===== config.mk =====
export PLATFORM = sky130hd
export DESIGN_NAME = horner_eval_core
export DESIGN_NICKNAME = d
export VERILOG_FILES = /design/src/rtl/horner_eval_core.sv
export SDC_FILE = /design/constraint.sdc
export NUM_CORES = 1
export LEC_CHECK = 0
export CAP_MARGIN = 40
export CORE_MARGIN = 3
export CORE_UTILIZATION = 50
export CTS_CLUSTER_SIZE = 20
export DETAILED_ROUTE_END_ITERATION = 6
export DONT_BUFFER_PORTS = 1
export PLACE_DENSITY = 0.71
export SKIP_CTS_REPAIR_TIMING = 1
export SYNTH_ARGS = -nofsm -noshare
export SYNTH_HDL_FRONTEND = slang
export SYNTH_SLANG_ARGS = --single-unit

===== constraint.sdc =====
create_clock -name clk -period 5.8 [get_ports clk]
set_input_delay 1.16 -clock clk [delete_from_list [all_inputs] [get_ports clk]]
set_output_delay 1.16 -clock clk [all_outputs]
set_load 0.05 [all_outputs]

===== src/rtl/horner_eval_core.sv =====
// Horner-rule polynomial evaluator: one coefficient per READ/WAIT pair, result written to a FIFO.
// Latency 2N+4 cycles from start to done with no stalls; empty/full flags stall READ/WRITE one cycle each.
module horner_eval_core #(
   parameter int WIDTH = 16,
   parameter int DEG_W = 3
) (
   input  logic             clk,
   input  logic             rst,
   input  logic             start,
   input  logic [DEG_W-1:0] degree,
   input  logic [WIDTH-1:0] x,
   input  logic             coef_empty,
   output logic             coef_rd_en,
   input  logic [WIDTH-1:0] coef_data,
   input  logic             res_full,
   output logic             res_wr_en,
   output logic [WIDTH-1:0] res_data,
   output logic             busy,
   output logic             done
);

   typedef enum logic [2:0] {
      S_IDLE  = 3'd0,
      S_READ  = 3'd1,
      S_WAIT  = 3'd2,
      S_WRITE = 3'd3,
      S_DONE  = 3'd4
   } state_t;

   state_t           state_q, state_d;
   logic [WIDTH-1:0] acc_q, acc_d;
   logic [WIDTH-1:0] xr_q, xr_d;
   logic [DEG_W-1:0] cnt_q, cnt_d;
   logic             busy_q, busy_d;
   logic             done_q, done_d;

   always_comb begin
      state_d = state_q;
      acc_d   = acc_q;
      xr_d    = xr_q;
      cnt_d   = cnt_q;
      case (state_q)
         S_IDLE: begin
            if (start) begin
               xr_d    = x;
               cnt_d   = degree;
               acc_d   = '0;
               state_d = S_READ;
            end
         end
         S_READ: begin
            if (!coef_empty) state_d = S_WAIT;
         end
         S_WAIT: begin
            // Truncating multiply-add: only the low WIDTH bits are ever needed.
            acc_d = acc_q * xr_q + coef_data;
            if (cnt_q == '0) begin
               state_d = S_WRITE;
            end else begin
               cnt_d   = cnt_q - DEG_W'(1);
               state_d = S_READ;
            end
         end
         S_WRITE: begin
            if (!res_full) state_d = S_DONE;
         end
         S_DONE:  state_d = S_IDLE;
         default: state_d = S_IDLE;
      endcase
      busy_d = (state_d != S_IDLE);
      done_d = (state_d == S_DONE);
   end

   always_ff @(posedge clk) begin
      if (!rst) begin
         state_q <= S_IDLE;
         acc_q   <= '0;
         xr_q    <= '0;
         cnt_q   <= '0;
         busy_q  <= 1'b0;
         done_q  <= 1'b0;
      end else begin
         state_q <= state_d;
         acc_q   <= acc_d;
         xr_q    <= xr_d;
         cnt_q   <= cnt_d;
         busy_q  <= busy_d;
         done_q  <= done_d;
      end
   end

   // Strobes must react to the flags in the same cycle, so they are decoded rather than registered.
   assign coef_rd_en = (state_q == S_READ)  && !coef_empty;
   assign res_wr_en  = (state_q == S_WRITE) && !res_full;
   assign res_data   = acc_q;
   assign busy       = busy_q;
   assign done       = done_q;

endmodule


== After elaboration in Yosys (flattened, before gate mapping) ==
Cells that the tools add are included.
Operators by class
  add/subtract/negate cells: 2
  equality and inequality tests: 6
  multiplexer cells: 10
  multipliers: 1
  reduce and logical (&&, ||, !) cells: 11
Operators by type and width (count)
  $pmux 16 s2: 1
  $add 16x16->16: 1
  $mul 16x16->16: 1
  $mux 16: 1
  $mux 3: 5
  $pmux 3 s4: 1
  $eq 3x2->1 const B: 2
  $logic_not 3->1: 2
  $pmux 3 s2: 1
  $ne 2x2->1 const B: 2
  $reduce_and 2->1: 2
  $eq 3x1->1 const B: 1
  $eq 3x3->1 const B: 1
  $reduce_and 3->1: 1
  $reduce_bool 3->1: 1
  $sub 3x1->3 const B: 1
  $logic_and 1x1->1: 2
  $logic_not 1->1: 2
  $mux 2: 1
  $reduce_bool 2->1: 1
Word-level totals
  input bits: 40
  flip-flop bits (word level): 40
  word-level logic and storage cells: 36
  output and inout bits: 20

== Longest topological paths before layout ==
Gate-level depths: netlist of run 1.
  depth in word-level cells: 4
  gate-level depth with buffers: 21
  depth with buffers taken out: 20

== Least setup slack after synthesis of run 1 ==
OpenSTA, ideal clock, no wires.
  path kind: reg-to-reg
  from: reg acc_q[6] (netlist: res_data[6])
  to: reg acc_q[14] (netlist: res_data[14])
  arrival: 5.235 ns
  library setup time: 0.123 ns
  period minus slack after synthesis: 5.358 ns
  data required time: 5.677 ns
  path buffers: 1
  stages on the path, launching flop included: 21
  path slack: 0.442 ns
  path through: dfxtp_1 clkbuf_1 and2_1 fa_1 inv_1 fa_1 fa_1 fa_1 inv_1 fa_1 inv_1 fa_1 inv_1 ha_1 a21oi_1 a21boi_0 o21a_1 o21ai_0 a31oi_1 xnor2_1 o21ai_0
Between the ends
  cells in the longest elaborated chain, start to end: 3
Ends and longest elaborated chain
  from (decl): RTL line 31  | logic [WIDTH-1:0] acc_q, acc_d;
  from (signal assigned): RTL line 77  | acc_q <= '0;
  from (signal assigned): RTL line 84  | acc_q <= acc_d;
  $mul 16x16->16: RTL line 56  | acc_d = acc_q * xr_q + coef_data;
  $add 16x16->16: RTL line 56
  $pmux 16 s2: RTL line 42  | case (state_q)
No other way between the ends.
A chain may end at the register's enable or synchronous reset.

== Worst setup path in the final report of run 1 ==
  from: reg xr_q[2]
  to: reg acc_q[14] (netlist: res_data[14])
Between the ends
  cells in the longest elaborated chain, start to end: 3
Ends and longest elaborated chain
  from (decl): RTL line 32  | logic [WIDTH-1:0] xr_q, xr_d;
  from (signal assigned): RTL line 85  | xr_q <= xr_d;
  $mul 16x16->16: RTL line 56
  $add 16x16->16: RTL line 56
  $pmux 16 s2: RTL line 42
No other way between the ends.

==> impl_metrics.ini, run 1 <==
[status]
status = completed

[power]
leakagePower_nw = 3.06
switchingPower_mw = 0.288
combPwrFrac_pct = 24.7
swShare_pct = 33.1
pwr-share-clk_pct = 35.8
internal-power_mw = 0.583
power_density_mw_per_mm2 = 136
sequentialPowerShare_pct = 39.4
ir_drop_mv = 0.215
p_total_mw = 0.870

[yosys]
synth_seq_area_share_pct = 13.3
syn_inst = 717
synth_nets = 905
yosysUniqueCellTypes = 41
synth_edf_count = 0
synthArstFlopShare_pct = 0
ys.flop_type = dfxtp_1
synth_area_mm2 = 0.00601
ys_ff_latch = 40
synth_area_per_cell_um2 = 8.38
yosysWarnings = 0

[place]
gp_congestion = 0.897
dp_slack_ns = 0.313
dpl.hpwl_um = 11600
port_buffers = 0

[timing]
fin_worst_skew_ns = 0.00542
setup_violations = 0
fmaxAchievable_mhz = 180
min_period_ns = 5.54
fin_worst_hold_slack_ns = 0.483
fin_tns_setup_ns = 0
finalCritPeriodShare_pct = 95.6
finalHoldViolCount = 0
fin_ws_ns = 0.257
rsz0062_at_grt = no
slew_headroom_pct = 46.6
worstMarginPinSlew_ns = 0.797
maxSlewViolCount = 0

[floorplan]
core.rowCount = 39
dieArea_mm2 = 0.0134
die_h_um = 116
ioPinCount = 60
start_util_pct = 51.9
die-width_um = 116
coreArea_mm2 = 0.0116

[hold_path]
worstHoldPathCells = 2
hold_class = flop to flop
hp-start = xr_q[15]$_SDFFE_PN0P_
hold_end = xr_q[15]$_SDFFE_PN0P_

[global_routing]
grt_pass1_wl_um = 23900
grt_pass1_vias = 4891
track_usage_pct = 22.7
overflow = 0
grt_max_degree = 42
grt_antenna_before_repair = 0

[worst_setup_path]
reg2regPathDepth = 19
reg2reg_from = xr_q[2]$_SDFFE_PN0P_
cp-end-kind = flop
crit_type = flop to flop
critPathLaunchType = flop
worstPathMaxFanout = 15
worstPathArrival_ns = 5.71
rr_endpoint = res_data[14]$_SDFFE_PN0P_
rrSetupSlack_ns = 0.26
worstPathRequired_ns = 5.96

[final_layout]
final_layout_size_suffix_gt1_share_pct = 4.62
layout_common_cells = inv_1, nand2_1, fa_1
fillerInstances = 1071
num-nets-final = 902
final_common_cell = inv_1
diodes = 0
area_delta_synth_final_pct = 6.54

[clock_network]
clk-insertion-delay-late_ns = 0.28
cts_tree = built
cts-root-buf = clkbuf_16
cts.sinks = 40
numCtsBuffers = 5
clk_pin_slew_worst_paths_ns = 0.06
cts.htree.levels = 2
clockBufferDepth = 2

[drt]
first_pass_iters = 5
wl_per_cell_um = 16.5
vias = 4582
drt_iter0_markers = 275
avgViaCountPerCell = 5.34
drc = 0
wirelength_um = 14200
antenna_left = 0

[job]
maxCapViolations = 0
cells in the mapped netlist, types with 9 or more instances:
| master | instances | share of area [%] |
|---|---|---|
| a21boi_0 | 18 | 2.3 |
| clkbuf_1 | 23 | 1.4 |
| nor2_1 | 17 | 1.1 |
| a22oi_1 | 9 | 1.1 |
| fa_1 | 94 | 31 |
| dfxtp_1 | 40 | 13 |
| o21ai_0 | 10 | 0.83 |
| nor2b_1 | 13 | 1.4 |
| nand2_1 | 125 | 7.8 |
| inv_1 | 163 | 10 |
| and2_1 | 57 | 5.9 |
| xnor2_1 | 29 | 4.2 |
| ha_1 | 54 | 11 |
worst max path at each step:
stage	end	slack, ns	startpoint
2_1_floorplan	res_data[14]$_SDFFE_PN0P_	0.44	res_data[6]$_SDFFE_PN0P_
3_3_place_gp	res_data[14]$_SDFFE_PN0P_	0.53	xr_q[1]$_SDFFE_PN0P_
3_5_place_dp	res_data[14]$_SDFFE_PN0P_	0.31	xr_q[1]$_SDFFE_PN0P_
4_1_cts	res_data[14]$_SDFFE_PN0P_	0.29	xr_q[1]$_SDFFE_PN0P_
5_1_grt	res_data[14]$_SDFFE_PN0P_	0.01	xr_q[2]$_SDFFE_PN0P_
6_report	res_data[14]$_SDFFE_PN0P_	0.26	xr_q[2]$_SDFFE_PN0P_
critical path, stage by stage, from the launching register on:
cell      delay [ns]
dfxtp_1         0.73
and2_1          0.25
fa_1            0.42
inv_1           0.10
fa_1            0.42
fa_1            0.50
fa_1            0.55
inv_1           0.05
fa_1            0.47
inv_1           0.05
fa_1            0.49
inv_1           0.05
ha_1            0.34
a21oi_1         0.25
a21boi_0        0.13
o21a_1          0.18
o21ai_0         0.13
a31oi_1         0.07
xnor2_1         0.16
o21ai_0         0.10
through the flow:
step | util, % | cells | area [um2]
global placement | 53.8 | 849 | 6220
CTS | 55.3 | 858 | 6400
floorplan | - | 717 | 6010
finish | 55.3 | 858 | 6400
global route | 55.3 | 858 | 6400
detailed placement | 53.9 | 850 | 6230
layout make-up:
| cell class | instances | area, um2 | share of cell area (%) |
|---|---|---|---|
| inverter | 163 | 612 | 9.56 |
| sequential | 40 | 802 | 12.5 |
| multi-input combinational | 483 | 4480 | 70.0 |
| clock inverter | 3 | 42.5 | 0.665 |
| tap | 143 | 179 | 2.80 |
| timing repair buffer | 21 | 161 | 2.52 |
| clock buffer | 5 | 125 | 1.96 |
sequential cells by signal, indices dropped and copies added, names as in the netlist:
name	flops
busy	1
state_q	3
res_data	16
xr_q	16
done	1
cnt_q	3
per-layer routing:
metal / up-vias / part of all wire [%] / GRT usage [%]
met2: 160 / 49 / 39.5
li1: 2135 / - / -
met5: - / 0 / 0
met3: 25 / 7.6 / 4.44
met1: 2262 / 41 / 29.3
met4: 0 / 2.4 / 5.71
power groups by stage:
stage / sequential (mW) / combinational (mW) / clock, mW
2_1_floorplan: 0.330 / 0.169 / 0
3_3_place_gp: 0.346 / 0.206 / 0
3_5_place_dp: 0.348 / 0.215 / 0
4_1_cts: 0.342 / 0.217 / 0.317
5_1_grt: 0.347 / 0.244 / 0.331
6_report: 0.343 / 0.215 / 0.312
cell families (layout without fill, tap and decap cells):
| logic type | after synthesis | after routing | share of synthesized area [%] |
|---|---|---|---|
| simple gates | 231 | 231 | 18.4 |
| buf+inv | 194 | 192 | 12.3 |
| fa+ha+maj | 148 | 148 | 42.6 |
| compound gates | 65 | 65 | 7.46 |
| flops | 40 | 40 | 13.3 |
| xor+xnor | 38 | 38 | 5.77 |
| mux | 1 | 1 | 0.167 |
Power figures use the tool's default switching activity.
==> run 2, diff against run 1 <==
--- a/config.mk
+++ b/config.mk
@@ -16,3 +16,4 @@
 export SYNTH_ARGS = -nofsm -noshare
 export SYNTH_HDL_FRONTEND = slang
 export SYNTH_SLANG_ARGS = --single-unit
+export TNS_END_PERCENT = 30
==> results of run 2 <==
The final DEF is identical to that of run 1; final timing and power are the same.
